--- src/rtl/vga_rx_monitor_if.sv ---
// Pin-level and result bundle for the VGA RGB444 receive monitor.
// The master drives the VGA pins and observes the results. The slave is the
// monitor, which samples the pins and reports timing, pixels and CRC.
interface vga_rx_monitor_if;
  logic [3:0]  red;
  logic [3:0]  green;
  logic [3:0]  blue;
  logic        hsync;
  logic        vsync;
  logic        pixel_valid;
  logic [9:0]  x;
  logic [9:0]  y;
  logic [11:0] pixel;
  logic        locked;
  logic        frame_done;
  logic [15:0] frame_crc;
  logic [10:0] h_total;
  logic [9:0]  v_total;
  logic [23:0] r_sum;
  logic [23:0] g_sum;
  logic [23:0] b_sum;

  modport master (
    output red, green, blue, hsync, vsync,
    input  pixel_valid, x, y, pixel, locked, frame_done, frame_crc,
           h_total, v_total, r_sum, g_sum, b_sum
  );

  modport slave (
    input  red, green, blue, hsync, vsync,
    output pixel_valid, x, y, pixel, locked, frame_done, frame_crc,
           h_total, v_total, r_sum, g_sum, b_sum
  );
endinterface

--- src/rtl/vga_rx_monitor.sv ---
// VGA RGB444 receive monitor: registers the pins, recovers line/frame
// timing, locks to a stable timing and reports active-pixel coordinates
// plus a CRC-16-CCITT over each locked frame.
// Optional macro VGA_RX_CHANNEL_SUM_EN adds per-channel pixel sums that are
// latched alongside frame_crc. Without it, r_sum/g_sum/b_sum read 0.
module vga_rx_monitor #(
  parameter int unsigned H_START         = 144,
  parameter int unsigned H_ACTIVE        = 640,
  parameter int unsigned V_START         = 35,
  parameter int unsigned V_ACTIVE        = 480,
  parameter bit          SYNC_ACTIVE_LOW = 1'b1
) (
  input logic          clk,
  input logic          rst_n,
  vga_rx_monitor_if.slave bus
);

  typedef enum logic [1:0] {
    ST_SEARCH  = 2'd0,
    ST_MEASURE = 2'd1,
    ST_CHECK   = 2'd2,
    ST_LOCKED  = 2'd3
  } state_t;

  // Level of a sync pin when it is not asserted.
  localparam logic SYNC_IDLE = SYNC_ACTIVE_LOW;

  localparam logic [10:0] H_LO = 11'(H_START);
  localparam logic [10:0] H_HI = 11'(H_START + H_ACTIVE);
  localparam logic [9:0]  V_LO = 10'(V_START);
  localparam logic [9:0]  V_HI = 10'(V_START + V_ACTIVE);

  // CRC-16-CCITT (0x1021), 12 data bits per call, MSB first.
  function automatic logic [15:0] crc16_12(input logic [15:0] crc_in,
                                           input logic [11:0] data);
    logic [15:0] c;
    logic        fb;
    c = crc_in;
    for (int i = 11; i >= 0; i--) begin
      fb = c[15] ^ data[i];
      c  = {c[14:0], 1'b0} ^ (fb ? 16'h1021 : 16'h0000);
    end
    return c;
  endfunction

  // Stage-1 pin registers and the previous sync levels for edge detection.
  logic [3:0] red_q, green_q, blue_q;
  logic       hs_q, vs_q, hs_prev_q, vs_prev_q;

  // Timing counters and measurements.
  logic [10:0] hcnt_q, hcnt_d, hcnt_inc;
  logic [9:0]  vcnt_q, vcnt_d;
  logic [10:0] h_total_q, h_total_d;
  logic [9:0]  v_total_q, v_total_d;

  // Lock FSM state and its registered outputs.
  state_t      state_q;
  logic [10:0] h_ref_q;
  logic [9:0]  v_ref_q;
  logic        locked_q;
  logic        frame_done_q;
  logic [15:0] frame_crc_q;

  // Pixel output registers and the running CRC.
  logic        pixel_valid_q;
  logic [9:0]  x_q, y_q;
  logic [11:0] pixel_q;
  logic [15:0] crc_q, crc_d, crc_upd, crc_fin;

  logic [11:0] pixel_s1;
  logic        hs_edge, vs_edge;
  logic        in_win, pix_ok, lock_lost, frame_end;
  logic [9:0]  x_val, y_val;

  assign pixel_s1 = {red_q, green_q, blue_q};
  assign hs_edge  = (hs_q != SYNC_IDLE) && (hs_prev_q == SYNC_IDLE);
  assign vs_edge  = (vs_q != SYNC_IDLE) && (vs_prev_q == SYNC_IDLE);

  // Register the pins once; the previous sync level feeds edge detection.
  always_ff @(posedge clk or negedge rst_n) begin
    if (!rst_n) begin
      red_q     <= '0;
      green_q   <= '0;
      blue_q    <= '0;
      hs_q      <= SYNC_IDLE;
      vs_q      <= SYNC_IDLE;
      hs_prev_q <= SYNC_IDLE;
      vs_prev_q <= SYNC_IDLE;
    end else begin
      red_q     <= bus.red;
      green_q   <= bus.green;
      blue_q    <= bus.blue;
      hs_q      <= bus.hsync;
      vs_q      <= bus.vsync;
      hs_prev_q <= hs_q;
      vs_prev_q <= vs_q;
    end
  end

  // Next counter values; a coincident vsync edge overrides the line count.
  always_comb begin
    hcnt_inc  = (hcnt_q == 11'h7FF) ? hcnt_q : hcnt_q + 11'd1;
    hcnt_d    = hcnt_inc;
    vcnt_d    = vcnt_q;
    h_total_d = h_total_q;
    v_total_d = v_total_q;
    if (hs_edge) begin
      h_total_d = hcnt_inc;
      hcnt_d    = '0;
      vcnt_d    = (vcnt_q == 10'h3FF) ? vcnt_q : vcnt_q + 10'd1;
    end
    if (vs_edge) begin
      v_total_d = vcnt_q;
      vcnt_d    = '0;
    end
  end

  // Commit counters and period measurements.
  always_ff @(posedge clk or negedge rst_n) begin
    if (!rst_n) begin
      hcnt_q    <= '0;
      vcnt_q    <= '0;
      h_total_q <= '0;
      v_total_q <= '0;
    end else begin
      hcnt_q    <= hcnt_d;
      vcnt_q    <= vcnt_d;
      h_total_q <= h_total_d;
      v_total_q <= v_total_d;
    end
  end

  assign in_win = (hcnt_q >= H_LO) && (hcnt_q < H_HI) &&
                  (vcnt_q >= V_LO) && (vcnt_q < V_HI);
  assign pix_ok = in_win && (state_q == ST_LOCKED);
  assign x_val  = 10'(hcnt_q - H_LO);
  assign y_val  = vcnt_q - V_LO;

  assign lock_lost = (hs_edge && (hcnt_inc != h_ref_q)) ||
                     (hcnt_q == 11'h7FF) ||
                     (vs_edge && (vcnt_q != v_ref_q));
  assign frame_end = (state_q == ST_LOCKED) && vs_edge && !lock_lost;

  // CRC including the pixel currently in stage 1, so a frame end that lands
  // on a valid pixel still captures it.
  always_comb begin
    crc_upd = crc16_12(crc_q, pixel_s1);
    crc_fin = pix_ok ? crc_upd : crc_q;
    crc_d   = vs_edge ? 16'hFFFF : crc_fin;
  end

  // Running CRC over valid pixels, restarted at every frame start.
  always_ff @(posedge clk or negedge rst_n) begin
    if (!rst_n) crc_q <= 16'hFFFF;
    else        crc_q <= crc_d;
  end

  // Second pipeline stage: window flag, coordinates and pixel value.
  always_ff @(posedge clk or negedge rst_n) begin
    if (!rst_n) begin
      pixel_valid_q <= 1'b0;
      x_q           <= '0;
      y_q           <= '0;
      pixel_q       <= '0;
    end else begin
      pixel_valid_q <= pix_ok;
      x_q           <= in_win ? x_val : 10'd0;
      y_q           <= in_win ? y_val : 10'd0;
      pixel_q       <= pixel_s1;
    end
  end

  // Lock FSM: measure a frame, confirm it on the next, then track it.
  always_ff @(posedge clk or negedge rst_n) begin
    if (!rst_n) begin
      state_q      <= ST_SEARCH;
      h_ref_q      <= '0;
      v_ref_q      <= '0;
      locked_q     <= 1'b0;
      frame_done_q <= 1'b0;
      frame_crc_q  <= '0;
    end else begin
      frame_done_q <= 1'b0;
      case (state_q)
        ST_SEARCH: begin
          if (vs_edge) state_q <= ST_MEASURE;
        end
        ST_MEASURE: begin
          if (vs_edge) begin
            h_ref_q <= h_total_d;
            v_ref_q <= vcnt_q;
            state_q <= ST_CHECK;
          end
        end
        ST_CHECK: begin
          if (vs_edge) begin
            if ((h_total_d == h_ref_q) && (vcnt_q == v_ref_q)) begin
              state_q  <= ST_LOCKED;
              locked_q <= 1'b1;
            end else begin
              h_ref_q <= h_total_d;
              v_ref_q <= vcnt_q;
            end
          end
        end
        ST_LOCKED: begin
          if (lock_lost) begin
            state_q  <= ST_SEARCH;
            locked_q <= 1'b0;
          end else if (frame_end) begin
            frame_done_q <= 1'b1;
            frame_crc_q  <= crc_fin;
          end
        end
        default: begin
          state_q  <= ST_SEARCH;
          locked_q <= 1'b0;
        end
      endcase
    end
  end

`ifdef VGA_RX_CHANNEL_SUM_EN
  // One accumulator per channel; channel 0 is red, 1 green, 2 blue.
  for (genvar gi = 0; gi < 3; gi++) begin : g_sum
    logic [3:0]  chan;
    logic [23:0] acc_q, sum_q, acc_fin;
    assign chan    = pixel_s1[11 - 4*gi -: 4];
    assign acc_fin = acc_q + (pix_ok ? 24'(chan) : 24'd0);

    // Accumulate valid pixels per frame and latch the total at frame end.
    always_ff @(posedge clk or negedge rst_n) begin
      if (!rst_n) begin
        acc_q <= '0;
        sum_q <= '0;
      end else begin
        acc_q <= vs_edge ? 24'd0 : acc_fin;
        if (frame_end) sum_q <= acc_fin;
      end
    end
  end

  assign bus.r_sum = g_sum[0].sum_q;
  assign bus.g_sum = g_sum[1].sum_q;
  assign bus.b_sum = g_sum[2].sum_q;
`else
  assign bus.r_sum = '0;
  assign bus.g_sum = '0;
  assign bus.b_sum = '0;
`endif

  assign bus.pixel_valid = pixel_valid_q;
  assign bus.x           = x_q;
  assign bus.y           = y_q;
  assign bus.pixel       = pixel_q;
  assign bus.locked      = locked_q;
  assign bus.frame_done  = frame_done_q;
  assign bus.frame_crc   = frame_crc_q;
  assign bus.h_total     = h_total_q;
  assign bus.v_total     = v_total_q;

endmodule

--- src/flat_wrapper.sv ---
// flat-port wrapper written by rule: the top's interface ports become plain ports
module vga_rx_monitor_flat 
#(
  parameter int unsigned H_START         = 144,
  parameter int unsigned H_ACTIVE        = 640,
  parameter int unsigned V_START         = 35,
  parameter int unsigned V_ACTIVE        = 480,
  parameter bit          SYNC_ACTIVE_LOW = 1'b1
)
  (clk, rst_n, bus_red, bus_green, bus_blue, bus_hsync, bus_vsync, bus_pixel_valid, bus_x, bus_y, bus_pixel, bus_locked, bus_frame_done, bus_frame_crc, bus_h_total, bus_v_total, bus_r_sum, bus_g_sum, bus_b_sum);
  vga_rx_monitor_if bus_i ();
  input logic clk;
  input logic rst_n;
  input wire logic [$bits(bus_i.red)-1:0] bus_red;
  input wire logic [$bits(bus_i.green)-1:0] bus_green;
  input wire logic [$bits(bus_i.blue)-1:0] bus_blue;
  input wire logic [$bits(bus_i.hsync)-1:0] bus_hsync;
  input wire logic [$bits(bus_i.vsync)-1:0] bus_vsync;
  output wire logic [$bits(bus_i.pixel_valid)-1:0] bus_pixel_valid;
  output wire logic [$bits(bus_i.x)-1:0] bus_x;
  output wire logic [$bits(bus_i.y)-1:0] bus_y;
  output wire logic [$bits(bus_i.pixel)-1:0] bus_pixel;
  output wire logic [$bits(bus_i.locked)-1:0] bus_locked;
  output wire logic [$bits(bus_i.frame_done)-1:0] bus_frame_done;
  output wire logic [$bits(bus_i.frame_crc)-1:0] bus_frame_crc;
  output wire logic [$bits(bus_i.h_total)-1:0] bus_h_total;
  output wire logic [$bits(bus_i.v_total)-1:0] bus_v_total;
  output wire logic [$bits(bus_i.r_sum)-1:0] bus_r_sum;
  output wire logic [$bits(bus_i.g_sum)-1:0] bus_g_sum;
  output wire logic [$bits(bus_i.b_sum)-1:0] bus_b_sum;
  assign bus_i.red = bus_red;
  assign bus_i.green = bus_green;
  assign bus_i.blue = bus_blue;
  assign bus_i.hsync = bus_hsync;
  assign bus_i.vsync = bus_vsync;
  assign bus_pixel_valid = bus_i.pixel_valid;
  assign bus_x = bus_i.x;
  assign bus_y = bus_i.y;
  assign bus_pixel = bus_i.pixel;
  assign bus_locked = bus_i.locked;
  assign bus_frame_done = bus_i.frame_done;
  assign bus_frame_crc = bus_i.frame_crc;
  assign bus_h_total = bus_i.h_total;
  assign bus_v_total = bus_i.v_total;
  assign bus_r_sum = bus_i.r_sum;
  assign bus_g_sum = bus_i.g_sum;
  assign bus_b_sum = bus_i.b_sum;
  vga_rx_monitor #(.H_START(H_START), .H_ACTIVE(H_ACTIVE), .V_START(V_START), .V_ACTIVE(V_ACTIVE), .SYNC_ACTIVE_LOW(SYNC_ACTIVE_LOW)) u_core (.clk(clk), .rst_n(rst_n), .bus(bus_i));
endmodule
--- config.mk ---
export PLATFORM = sky130hd
export DESIGN_NAME = vga_rx_monitor_flat
export DESIGN_NICKNAME = d
export VERILOG_FILES = /design/src/rtl/vga_rx_monitor_if.sv /design/src/rtl/vga_rx_monitor.sv /design/src/flat_wrapper.sv
export SDC_FILE = /design/constraint.sdc
export NUM_CORES = 1
export LEC_CHECK = 0
export CORE_UTILIZATION = 50
export DETAILED_ROUTE_END_ITERATION = 12
export HOLD_SLACK_MARGIN = 0.05
export PLACE_DENSITY = 0.78
export SYNTH_ARGS = -nofsm -noshare
export SYNTH_HDL_FRONTEND = slang
export SYNTH_SLANG_ARGS = --single-unit
--- constraint.sdc ---
create_clock -name clk -period 3.58 [get_ports clk]
set_clock_uncertainty 0.2 [all_clocks]
set_input_delay 0.358 -clock clk [delete_from_list [all_inputs] [get_ports clk]]
set_output_delay 0.358 -clock clk [all_outputs]
set_load 0.01 [all_outputs]
* Yosys cells after proc, flatten, opt, wreduce, memory -nomap -nowiden
Index checks and enable logic that the tools add are counted.
Word-level totals: register bits after elaboration 148, bits in latches 0, memory bits (writable) 0, bits in read-only memories 0, word-level logic and storage cells 139, memories 0
Operators by class: add/sub/neg operators 4, multiply operators 0, divide/modulo/power cells 0, order comparisons 4, eq/ne operators 16, shifts and indexed selects 0, mux-type cells 43, bitwise gates (word level) 27, reductions and logical operators 23
Operators with widths (number):
- $xor 16x16->16 | 12
- $mux 13 | 12
- $mux 10 | 8
- $mux 11 | 6
- $mux 16 | 2
- $pmux 11 s2 | 1
- $pmux 10 s2 | 1
- $ne 2x1->1 const B | 6
- $xor 1x1->1 | 12
- $add 11x1->11 const B | 1
- $eq 11x11->1 | 1
- $eq 11x11->1 const B | 1
- $ge 11x8->1 const B | 1
- $logic_and 1x1->1 | 11
- $lt 11x10->1 const B | 1
- $ne 11x11->1 | 1
- $add 10x1->10 const B | 1
- $eq 10x10->1 | 1
- $eq 10x10->1 const B | 1
- $ge 10x6->1 const B | 1
- $lt 10x10->1 const B | 1
- $mux 2 | 5
- $ne 10x10->1 | 1
- $sub 10x6->10 const B | 1
- other kinds (16) | 28

* Logic depth before layout (Yosys ltp)
depth in word-level cells 38, depth in mapped cells 12, gate-level depth less buffers 9

* Worst setup path before layout
OpenSTA, ideal clock, no wires.
kind reg2reg, from register u_core.hcnt_q[4], to register u_core.frame_crc_q[10], in the netlist u_core.bus.frame_crc[10], library setup time 79 ps, data arrival time 2711 ps, slack 589 ps, cell stages (with the launch flop) 13, clock period less this slack 2991 ps, path through dfrtp_1 -> ha_1 -> and4_4 -> buf_6 -> nand3_4 -> o211a_1 -> a2111oi_2 -> nand4_1 -> a21oi_4 -> and2_1 -> buf_6 -> buf_12 -> mux2i_1
Between the ends: word-level cells in the longest chain between the ends 9, elaborated cells on any way between the ends 18, classes of those cells add/sub (1); order compare (2); eq/ne (2); mux (2); bitwise (1); reduce/logical (10)
Ends and longest elaborated chain:
- start, declared | line vga_rx_monitor.sv:51 | logic [10:0] hcnt_q, hcnt_d, hcnt_inc;
- start signal, assigned | line vga_rx_monitor.sv:126 | hcnt_q <= hcnt_d;
- $add 11x1->11 or $eq 11x11->1 (tied branches) | line vga_rx_monitor.sv:102, vga_rx_monitor.sv:140
- $mux 11 | line vga_rx_monitor.sv:102 | hcnt_inc = (hcnt_q == 11'h7FF) ? hcnt_q : hcnt_q + 11'd1;
- $ne 11x11->1 | line vga_rx_monitor.sv:139 | assign lock_lost = (hs_edge && (hcnt_inc != h_ref_q)) ||
- $logic_and 1x1->1 | line vga_rx_monitor.sv:139
- $logic_or 1x1->1 | line vga_rx_monitor.sv:139
- $logic_or 1x1->1 | line vga_rx_monitor.sv:140 | (hcnt_q == 11'h7FF) ||
- $logic_not 1->1 | line vga_rx_monitor.sv:142 | assign frame_end = (state_q == ST_LOCKED) && vs_edge && !lock_lost;
- $logic_and 1x1->1 | line vga_rx_monitor.sv:142
- $reduce_and 3->1 (no line)
- end signal, assigned | line vga_rx_monitor.sv:212 | frame_crc_q <= crc_fin;
- end, declared | line vga_rx_monitor.sv:62 | logic [15:0] frame_crc_q;
Parallel ways exist; a longest one is shown, timed or not. A chain may end at the register's enable or synchronous reset.

* Worst setup path in the final report
from register u_core.hcnt_q[0], to register u_core.h_ref_q[10]
Between the ends: word-level cells in the longest chain between the ends 7, elaborated cells on any way between the ends 12, classes of those cells add/sub (1); eq/ne (3); mux (6); reduce/logical (2)
Ends and longest elaborated chain:
- $add 11x1->11 or $eq 11x11->1 (tied branches) | line vga_rx_monitor.sv:102
- $mux 11 * | line vga_rx_monitor.sv:102
- $mux 11 * | line vga_rx_monitor.sv:107 | if (hs_edge) begin
- named net u_core.h_total_d[10] | line vga_rx_monitor.sv:53 | logic [10:0] h_total_q, h_total_d;
- $eq 11x11->1 | line vga_rx_monitor.sv:197 | if ((h_total_d == h_ref_q) && (vcnt_q == v_ref_q)) begin
- $logic_and 1x1->1 | line vga_rx_monitor.sv:197
- $ne 2x2->1 (no line)
- $reduce_and 4->1 (no line)
- end signal, assigned | line vga_rx_monitor.sv:190 | h_ref_q <= h_total_d;
- end signal, assigned | line vga_rx_monitor.sv:201 | h_ref_q <= h_total_d;
- end, declared | line vga_rx_monitor.sv:58 | logic [10:0] h_ref_q;
Mark *: on every way through the listed nets, which the timed path passes. The rest lies on a longest branch. The select of a mux whose other input is x is not followed.

==> results.md <==
* Share of cells above drive strength 1 at 15.09%
* Reg2reg path depth at 10
* Pre-antenna DRT Iters at 5
* Setup crit end kind: register
* PortBufs at 87
* Vias at 5539
* Clock-pin slew on the worst setup and hold paths at 0.06 ns
* Sink Count at 148
* P_sw at 1713 uW
* DPL Wire Length at 12.08 mm
* Initial core utilization at 51.24%
* Overall routing resource usage at 22.34%
* Fin crit period at 3.332 ns
* Number of flops mapped to enable cells by yosys at 0
* Predominant post-synthesis flop cell: dfrtp_1
* Gpl congestion at 0.9364
* Worst hold margin at 0.1426 ns
* Delay-heaviest family, CP: compound AO/OA/AOI/OAI gates
* Max H-tree Level at 4
* WP buf/inv at 1
* Leakage at 0.004289 uW
* Internal power at 3679 uW
* Initial drt markers at 369
* Worst min path class: input pin to register
* Wire per inst at 16.14 um
* Die span in y at 127.1 um
* Critical path arrival at 3.44 ns
* Core area at 15260 um2
* Worst-skew pair later-pin latency at 0.42 ns
* Fin crit share at 93.07%
* Yosys cell types at 73
* WHS Path Cells at 1
* Root Driver: clkbuf_16
* GRT overflow at 0
* Status: complete, no violations
* Antenna-violating nets left at 0
* Synthesis-stage register bit count at 148
* Num rows at 45
* Warnings, synthesis at 0
* R2R Setup Slk at 0.25 ns
* Setup CP Type: register to register
* FILL cells at 1242
* Least-Margin Pin Slew at 0.9195 ns
* Largest net degree at the start of global routing at 65
* Achievable frequency at 300.1 MHz
* First-pass GRT wire length at 27.61 mm
* Final setup vio count at 0
* Endpoint, Worst Hold: u_core.hs_q
* PD cells at 577.2 nW/um2
* Worst r2r dst: u_core.h_ref_q[10]
* Final Hold Fails at 0
* Hold_sp: bus_hsync
* WP depth at 10
* Post-CTS setup buffer count at 0
* Post-Syn Area per Cell at 10.51 um2
* CP max FO at 17
* Max-slew violations at 0
* Comb pwr share at 28.3%
* Routed vias/inst at 5.196
* Total routed wirelength at 17.21 mm
* Die area at 16140 um2
* Area grow syn2layout at 19.49%
* Antenna diodes at 0
* Sequential share of power at 39.3%
* RSZ-0062 raised after global routing: no
* Vias in the first global route at 5397
* Syn Inst Count at 744
* Slowest CP cell: dfrtp_1
* CTS tree: yes
* Mapped Area at 7819 um2
* Req. time, crit path at 3.69 ns
* Sequential area share after synthesis at 47.69%
* Switching share of power at 31.77%
* Maximum clock path buffer count at 2
* TritonCTS Buffers at 17
* Clock network power share at 32.4%
* Fraction of registers with async set/reset at 100.0%
* Worst r2r src: u_core.hcnt_q[0]
* DRC errors left at 0
* VDD IR max at 393.1 uV
* Max stage delay on crit path at 0.47 ns
* Max-cap viol count at 0
* Setup tns final at 0 ns
* Nets@finish at 867
* Num ports at 160
* Slew margin rel. at 38.70%
* Chip width at 127.1 um
* CP cell instances: ha_1 > and4_4 > a41oi_1 > a21oi_1 > a21bo_2 > nor4_4 > and4_1 > a21oi_2 > buf_12 > mux2_1
* Initial antenna violation count at 0
* Worst Setup Start Kind: register
-- state kept, by name, summed over array words and instances, names as in the netlist, 2 cells and up --
signal and count:
u_core.bus.frame_crc 16, u_core.crc_q 16, u_core.bus.pixel 12, u_core.bus.h_total 11, u_core.h_ref_q 11, u_core.hcnt_q 11
u_core.bus.v_total 10, u_core.bus.x 10, u_core.bus.y 10, u_core.v_ref_q 10, u_core.vcnt_q 10, u_core.blue_q 4
u_core.green_q 4, u_core.red_q 4, u_core.state_q 2
-- repair_timing --
action                                 in CTS  in global routing
setup endpoints to repair                   0                 17
hold buffers                                1                  0
resized for setup                           0                  2
endpoints found under the hold margin      53                  0
-- layout by cell type (no fill, tap or decap), types with 25 or more instances in the layout --
cell               n
clkdlybuf4s50_1   86
a21oi_1           26
nand2_1           67
conb_1            72
buf_4             31
inv_1             34
dfrtp_1          128
xor2_1            25
xnor2_1           54
nor2_1            61
mux2i_1           30
-- through the flow --
stage | utilization, % | cell area (um2) | std cells | setup WS [ns] | power, uW
2_1_floorplan | - | 8085 | 815 | 0.5894 | 3077
3_3_place_gp | 57.25 | 8736 | 1033 | 0.2875 | 3607
3_5_place_dp | 57.25 | 8736 | 1033 | 0.2242 | 3633
4_1_cts | 61.14 | 9329 | 1066 | 0.1770 | 5400
5_1_grt | 61.23 | 9343 | 1066 | 0.03613 | 5654
6_report | 61.23 | 9343 | 1066 | 0.2481 | 5393
-- worst max-delay path by stage --
stage	startpoint	to	slack, ns
2_1_floorplan	u_core.hcnt_q[4]	u_core.bus.frame_crc[10]	0.59
3_3_place_gp	u_core.hcnt_q[0]	u_core.h_ref_q[10]	0.29
3_5_place_dp	u_core.hcnt_q[0]	u_core.h_ref_q[10]	0.22
4_1_cts	u_core.hcnt_q[0]	u_core.h_ref_q[10]	0.18
5_1_grt	u_core.hcnt_q[0]	u_core.state_q[1]	0.04
6_report	u_core.hcnt_q[0]	u_core.h_ref_q[10]	0.25
-- power by group through the flow --
stage	combinational, uW	clock, uW	sequential [uW]
6_report	1530	1740	2120
5_1_grt	1660	1840	2150
4_1_cts	1500	1780	2120
3_5_place_dp	1490	0	2140
3_3_place_gp	1470	0	2140
2_1_floorplan	940	0	2140
-- layer usage --
metal	global-route usage [%]	vias to the layer above	wire length (um)	share of wire, %
li1	-	2569	-	-
met1	29.23	2732	7547	44
met2	35.16	206	8138	47
met3	6.114	32	1112	6.5
met4	9.314	0	407	2.4
met5	0	-	0	0
-- cell usage after synthesis (all sizes together) (2+ instances only) --
| library cell | number | area share, % |
|---|---|---|
| a31oi | 6 | 0.48 |
| mux2i | 30 | 3.8 |
| a41oi | 3 | 0.34 |
| or4 | 2 | 0.19 |
| a311o | 2 | 0.26 |
| and4 | 6 | 0.70 |
| nor3 | 9 | 0.70 |
| o311a | 2 | 0.26 |
| o2111ai | 4 | 0.45 |
| and3 | 7 | 0.56 |
| a222oi | 2 | 0.26 |
| a21oi | 29 | 2.1 |
| a2111oi | 3 | 0.51 |
| xnor2 | 54 | 6.0 |
| nor3b | 4 | 0.38 |
| o211a | 2 | 0.26 |
| mux2 | 22 | 4.1 |
| or3 | 4 | 0.32 |
| nor2 | 61 | 2.9 |
| dfrtp | 128 | 41 |
| nand3 | 14 | 1.2 |
| o21ai | 14 | 0.94 |
| nand4 | 12 | 0.96 |
| ha | 9 | 1.4 |
| nand2 | 67 | 3.2 |
| nor4b | 3 | 0.42 |
| nor2b | 8 | 0.64 |
| or4b | 2 | 0.26 |
| xor2 | 25 | 2.8 |
| o31ai | 3 | 0.35 |
| a21o | 2 | 0.19 |
| clkbuf | 19 | 0.91 |
| nand2b | 3 | 0.24 |
| dfstp | 20 | 6.7 |
| a211oi | 3 | 0.29 |
| and2 | 4 | 0.32 |
| nor4 | 5 | 0.48 |
| a21boi | 4 | 0.38 |
| o211ai | 6 | 0.64 |
| buf | 94 | 8.8 |
| inv | 34 | 1.6 |
-- layout make-up --
class	instances	area (um2)	area share (%)
Sequential cell	148	3729	39.91
Inverter	34	127.6	1.366
Timing Repair Buffer	121	1155	12.36
Multi-Input combinational cell	520	3485	37.30
Clock inverter	15	157.7	1.687
Clock buffer	17	425.4	4.553
Tap cell	211	264.0	2.826
-- worst register-to-register path: cells and delay by family, from the launching register on --
family | cells | cell delay, ns
simple gates | 3 | 0.88
buf+inv | 1 | 0.18
compound gates | 4 | 0.92
flops | 1 | 0.47
mux | 1 | 0.32
fa+ha+maj | 1 | 0.28
-- cells by family (layout without fill, tap and decap cells) --
family          count (synthesis)  after routing  share of synthesized area, %
simple gates                  215            215                         13.94
xor+xnor                       79             79                         8.849
other cells                     1             72                       0.04796
compound gates                 93             93                         8.673
buf+inv                       147            187                         11.39
mux                            52             52                         7.969
fa+ha+maj                       9              9                         1.440
flops                         148            148                         47.69
No activity file was read; power rests on OpenSTA's default activity.
